<file path="config.mk">
export PLATFORM = sky130hd
export DESIGN_NAME = flag_context_unit
export DESIGN_NICKNAME = d
export VERILOG_FILES = /design/src/rtl/flag_pkg.sv /design/src/rtl/flag_lifo.sv /design/src/rtl/flag_context_unit.sv
export SDC_FILE = /design/constraint.sdc
export NUM_CORES = 1
export LEC_CHECK = 0
export CAP_MARGIN = 10
export CELL_PAD_IN_SITES_DETAIL_PLACEMENT = 1
export CELL_PAD_IN_SITES_GLOBAL_PLACEMENT = 1
export CORE_MARGIN = 2
export CORE_UTILIZATION = 44
export DETAILED_ROUTE_END_ITERATION = 10
export DONT_BUFFER_PORTS = 1
export PLACE_DENSITY = 0.75
export SETUP_SLACK_MARGIN = 0.4
export SKIP_CTS_REPAIR_TIMING = 1
export SLEW_MARGIN = 20
export SYNTH_ARGS = -nofsm -noshare
export SYNTH_HDL_FRONTEND = slang
export SYNTH_SLANG_ARGS = --single-unit
</file>
<file path="constraint.sdc">
create_clock -name clk -period 1.9 [get_ports clk]
set_clock_uncertainty 0.2 [all_clocks]
set_input_delay 0.285 -clock clk [delete_from_list [all_inputs] [get_ports clk]]
set_output_delay 0.285 -clock clk [all_outputs]
set_load 0.02 [all_outputs]
</file>
<file path="src/rtl/flag_pkg.sv">
// Shared constants for the flag context unit: flag bit positions and
// default sizing for the live flag register and its save stack.
package flag_pkg;

  localparam int FLAG_Z = 0;
  localparam int FLAG_N = 1;
  localparam int FLAG_V = 2;
  localparam int FLAG_C = 3;

  localparam int NFLAGS_DEFAULT = 4;
  localparam int DEPTH_DEFAULT  = 4;

endpackage

</file>
<file path="src/rtl/flag_lifo.sv">
// Small LIFO holding saved flag contexts. Storage is not reset; only the
// occupancy counter is, so stale entries can never be read back.
module flag_lifo #(
  parameter int W     = 4,
  parameter int DEPTH = 4,
  parameter int CW    = $clog2(DEPTH + 1)
) (
  input  logic          clk,
  input  logic          rst_n,
  input  logic          push,
  input  logic          pop,
  input  logic [W-1:0]  wdata,
  output logic [W-1:0]  rdata,
  output logic [CW-1:0] count,
  output logic          full,
  output logic          empty
);

  localparam int AW = (DEPTH > 1) ? $clog2(DEPTH) : 1;

  logic [W-1:0]  mem [2**AW];
  logic [AW-1:0] wr_idx;
  logic [AW-1:0] rd_idx;
  logic          do_push;
  logic          do_pop;

  // A simultaneous push and pop is a no-op on the stack.
  assign do_push = push & ~pop & ~full;
  assign do_pop  = pop & ~push & ~empty;

  assign full   = (count == CW'(DEPTH));
  assign empty  = (count == '0);
  assign wr_idx = AW'(count);
  assign rd_idx = AW'(count - CW'(1));
  assign rdata  = mem[rd_idx];

  always_ff @(negedge clk or negedge rst_n) begin
    if (!rst_n) begin
      count <= '0;
    end else if (do_push) begin
      count <= count + CW'(1);
    end else if (do_pop) begin
      count <= count - CW'(1);
    end
  end

  always_ff @(negedge clk) begin
    if (do_push) begin
      mem[wr_idx] <= wdata;
    end
  end

endmodule

</file>
<file path="src/rtl/flag_context_unit.sv">
// Live ALU flag register with per-bit write mask, sticky bits, and a
// push/pop context stack. All state advances on the falling clock edge.
module flag_context_unit
  import flag_pkg::*;
#(
  parameter int                NFLAGS      = NFLAGS_DEFAULT,
  parameter int                DEPTH       = DEPTH_DEFAULT,
  parameter logic [NFLAGS-1:0] STICKY_MASK = '0,
  parameter int                CW          = $clog2(DEPTH + 1)
) (
  input  logic              clk,
  input  logic              rst_n,
  input  logic [NFLAGS-1:0] flags_in,
  input  logic              flag_write_en,
  input  logic [NFLAGS-1:0] write_mask,
  input  logic              clear_sticky,
  input  logic              push,
  input  logic              pop,
  input  logic              clear_err,
  output logic [NFLAGS-1:0] flags_out,
  output logic [CW-1:0]     depth_count,
  output logic              stack_full,
  output logic              stack_empty,
  output logic              overflow_err,
  output logic              underflow_err
);

  logic [NFLAGS-1:0] rdata;
  logic [NFLAGS-1:0] wr_bits;
  logic [NFLAGS-1:0] plain_next;
  logic [NFLAGS-1:0] sticky_next;
  logic [NFLAGS-1:0] flags_next;
  logic              pop_restore;
  logic              ovf_event;
  logic              unf_event;

  // The stack captures flags_out as it stands before this edge's update.
  flag_lifo #(
    .W     (NFLAGS),
    .DEPTH (DEPTH),
    .CW    (CW)
  ) u_lifo (
    .clk   (clk),
    .rst_n (rst_n),
    .push  (push),
    .pop   (pop),
    .wdata (flags_out),
    .rdata (rdata),
    .count (depth_count),
    .full  (stack_full),
    .empty (stack_empty)
  );

  assign pop_restore = pop & ~push & ~stack_empty;
  assign ovf_event   = push & ~pop & stack_full;
  assign unf_event   = pop & ~push & stack_empty;

  // Sticky bits only ever set from a write; clearing loses to a coincident set.
  always_comb begin
    wr_bits     = {NFLAGS{flag_write_en}} & write_mask;
    plain_next  = (flags_out & ~wr_bits) | (flags_in & wr_bits);
    sticky_next = (clear_sticky ? '0 : flags_out) | (flags_in & wr_bits);
    flags_next  = (plain_next & ~STICKY_MASK) | (sticky_next & STICKY_MASK);
    if (pop_restore) begin
      flags_next = rdata;
    end
  end

  always_ff @(negedge clk or negedge rst_n) begin
    if (!rst_n) begin
      flags_out     <= '0;
      overflow_err  <= 1'b0;
      underflow_err <= 1'b0;
    end else begin
      flags_out     <= flags_next;
      overflow_err  <= ovf_event | (overflow_err & ~clear_err);
      underflow_err <= unf_event | (underflow_err & ~clear_err);
    end
  end

endmodule

</file>
=== Word-level counts from Yosys, hierarchy flattened ===
Memories as Yosys holds them, arrays and structs flattened.
Cells that the tools add are included.
W data, S select, Z words.

* Flip-flop bits (word level): 9
* Memory bits (writable): 16
* Bits of input ports: 15
* Output and inout port bits: 11
* Logic and storage cells: 35
* Memories: 1

* $add $sub $neg: 2
* Equality and inequality tests: 1
* Muxes and demuxes: 5
* Bitwise gates (word level): 20
* Reduce and logical (&&, ||, !) cells: 2

{| class="wikitable"
|+ Memories
! memory !! words !! width !! rd ports !! clocked after Yosys merged registers in !! write ports !! line !! RTL
|-
| u_lifo.mem || 4 || 4 || 1 || 0 || 1 || flag_lifo.sv:21 || <nowiki>logic [W-1:0] mem [2**AW];</nowiki>
|}

{| class="wikitable"
|+ Operator list
! operator !! number
|-
| $and A4 B4 Y4 || 3
|-
| $and A1 B1 Y1 || 8
|-
| $mux W3 || 2
|-
| $not A1 Y1 || 5
|-
| $mux W4 || 1
|-
| $not A4 Y4 || 1
|-
| $or A4 B4 Y4 || 1
|-
| $add A3 B1 Y3 const B || 1
|-
| $eq A3 B3 Y1 const B || 1
|-
| $logic_not A3 Y1 || 1
|-
| $sub A3 B1 Y3 const B || 1
|-
| $mux W1 || 2
|-
| $or A1 B1 Y1 || 2
|-
| $reduce_bool A2 Y1 || 1
|}

=== Depth between registers and ports, before layout ===
* Depth in word-level cells: 5
* Depth in mapped cells: 8
* Gate-level depth less buffers: 6

=== Modules after synthesis ===
Synthesis repeated with hierarchy kept, for this count alone.

* Cells, all modules: 81
* Area, all modules: 1,192.4 µm²

{| class="wikitable"
|+ By module, submodules not included
! module !! times used !! cells an instance !! area an instance (µm²) !! sequential area each (µm²)
|-
| flag_lifo || 1 || 51 || 874.6 || 555.5
|-
| flag_context_unit || 1 || 30 || 317.8 || 150.1
|}

==> metrics.cfg <==
[run_status]
status=complete, but fails checks
violations=negative setup slack

[critical_path]
start_kind=register
cp-endpoint=stack_empty
startpoint=u_lifo.count[1]
r2r_slack_ns=-0.13
path_cells=inv_2 -> ha_4 -> ha_4
cpMaxStageDelayCell=dfrtn_1
end_kind=primary output
crit_fanout=4
r2r-start=u_lifo.count[1]
crit_top_cell=ha_4
required_ns=1.41
reg2regPathDepth=8
cp.arrival_ns=2.19
crit_type=reg2out
r2r_end=u_lifo.count[1]
slowest_delay_ns=0.46

[place]
port_buffers=0
dpl.hpwl_mm=2.04
finalWeightedCongestion=0.727

[global_route]
antenna_found_initial=0
grt_pass1_vias=902
grtUsageTotal=0.216
grt_pass1_wl_mm=4.41
grt_max_degree=15
grt-ovfl-total=0

[pwr]
power_density_nw_per_um2=1740
power_mw=2.79
leakagePower_nw=0.722
ir_worst_vdd_uv=1420

[clock_tree]
cts_made_buffers=3
clk_pin_slew_ns=0.11
cts_tree=done
clockRootBuffer=clkbuf_4
clk-insertion-delay-late_ns=0.41
cts_sinks=25
h-tree-depth=1
clockBufferDepth=2

[detailed_routing]
ant_nets=0
drt_wl_total_mm=3.20
vias_per_cell=5.48
drc_errors=0
drtPass1Iterations=4
first_iter_violations=12
via_count=827
wl_per_cell_um=21.2

[finish]
drive_gt1_frac=0.430
n_antenna_cell=0
final_nets=143
syn_to_final_growth_pct=39.5
fill_cells=250

[synthesis]
synth_fp_nets=101
synth-xor-area-share=0.00760
synthAdderAreaFrac=0.0651
ys_warn_count=0
synth.mux.area_fraction=0.113
avgSynthCellArea_um2=14.4
yosys.cell_types.count=26
syn-cell-area_um2=1150
synth-compound-area-share=0.0684
synth_top_family_by_area=multiplexers
yosysSeqAreaShare=0.612
synth_simple_gate_area_share=0.0945
ys_ff_latch=25
synth_cells=80

[floorplan]
die_x_um=55.2
io-pin-count=26
start_util=0.465
dieArea_um2=3040
coreArea_um2=2480
die_y_um=55.2
rows=18

[timing]
holdWs_ns=0.270
fin_ws_ns=-0.774
maxSlewHeadroom=0.846
tightest_slew_ns=0.225
rsz0062_at_grt=true
finalSetupViolCount=17
hold_violations=0
finalSetupTns_ns=-5.92
slew_violations=0

[flow_run]
max_cap_violations=0

[hold_path]
worstHoldPathType=in2async

## power by group
| part | leakage [nW] | internal (mW) | switching, mW |
|---|---|---|---|
| Clock | 0.113 | 0.257 | 0.299 |
| Sequential | 0.256 | 0.769 | 0.159 |
| Combinational | 0.352 | 0.677 | 0.632 |
| Total | 0.722 | 1.70 | 1.09 |
## cells in the final DEF, fill, tap and decap left out, drive strengths merged
| cell | netlist | layout |
|---|---|---|
| nor2b | 2 | 2 |
| a211o | 1 | 1 |
| nand2 | 9 | 9 |
| a21oi | 2 | 2 |
| edfxtp | 16 | 16 |
| buf | 2 | 24 |
| nand3b | 1 | 1 |
| o21ai | 5 | 5 |
| clkbuf | 0 | 3 |
| bufinv | 0 | 1 |
| nor3b | 1 | 1 |
| a221oi | 1 | 1 |
| inv | 7 | 22 |
| dfrtn | 9 | 9 |
| xnor2 | 1 | 1 |
| o22ai | 1 | 1 |
| ha | 6 | 6 |
| and2 | 1 | 1 |
| mux4 | 4 | 4 |
| mux2i | 4 | 4 |
| nand2b | 1 | 1 |
| a211oi | 2 | 2 |
| and3 | 4 | 4 |
## through the flow
stage | util | setup slack (ns) | instance area [um^2] | cells
after floorplan | - | -0.651 | 1230 | 80
after global placement | 0.561 | -0.419 | 1390 | 126
after detailed placement | 0.561 | -0.436 | 1390 | 126
after CTS | 0.605 | -0.809 | 1500 | 145
after global routing | 0.649 | -0.809 | 1610 | 151
final | 0.649 | -0.774 | 1610 | 151
## Yosys cell counts
master    count  area share
ha_1          6       0.065
and3_1        4       0.022
o22ai_1       1      0.0054
nand3b_1      1      0.0065
and2_1        1      0.0054
a211oi_2      1       0.011
o21ai_0       1      0.0043
dfrtn_1       9        0.20
inv_1         7       0.023
nor2b_1       1      0.0054
buf_6         1      0.0098
a211oi_1      1      0.0065
nand2_2       1      0.0054
mux4_2        4       0.078
nand2b_1      1      0.0054
nand2_1       8       0.026
xnor2_1       1      0.0076
nor3b_2       1       0.011
a221oi_1      1      0.0076
mux2i_1       4       0.035
edfxtp_1     16        0.42
a21oi_1       2      0.0087
nor2b_2       1      0.0076
buf_4         1      0.0065
o21ai_1       4       0.017
a211o_1       1      0.0076
## how the worst min path moves through the flow
stage / startpoint / endpoint / slack [ns]
2_1_floorplan: u_lifo.mem[1][0] / register / 0.34
3_3_place_gp: u_lifo.count[2] / u_lifo.count[2] / 0.35
3_5_place_dp: u_lifo.count[2] / u_lifo.count[2] / 0.35
4_1_cts: rst_n / u_lifo.count[0] / 0.26
5_1_grt: rst_n / async pin / 0.25
6_report: rst_n / u_lifo.count[0] / 0.27
## area by class of cell
cell class	instances	area, um^2	area share
Sequential cell	25	706	0.439
Timing Repair Buffer	24	215	0.134
Clock buffer	3	22.5	0.0140
Clock inverter	17	90.1	0.0560
Tap cell	30	37.5	0.0233
Multi-Input combinational cell	46	507	0.315
Inverter	6	30.0	0.0187
## per-layer routing
metal	global-route usage	part of all wire
met5	0	0
met4	0.0528	0.023
met3	0.0296	0.020
met2	0.423	0.56
met1	0.244	0.40
## cells by family after synthesis
family | Yosys count
adders and majority gates | 6
buffers and inverters | 9
AOI/OAI and AO/OA | 12
and+or+nand+nor | 19
muxes | 8
DFF | 25
xor gates and xnor gates | 1
## worst max-delay path, delay by kind of cell (launching register included)
family,cells,cell delay [ns]
flops,1,0.46
fa+ha+maj,2,0.37
buf+inv,1,0.09
Note: power is estimated with default switching activity, not from simulation.
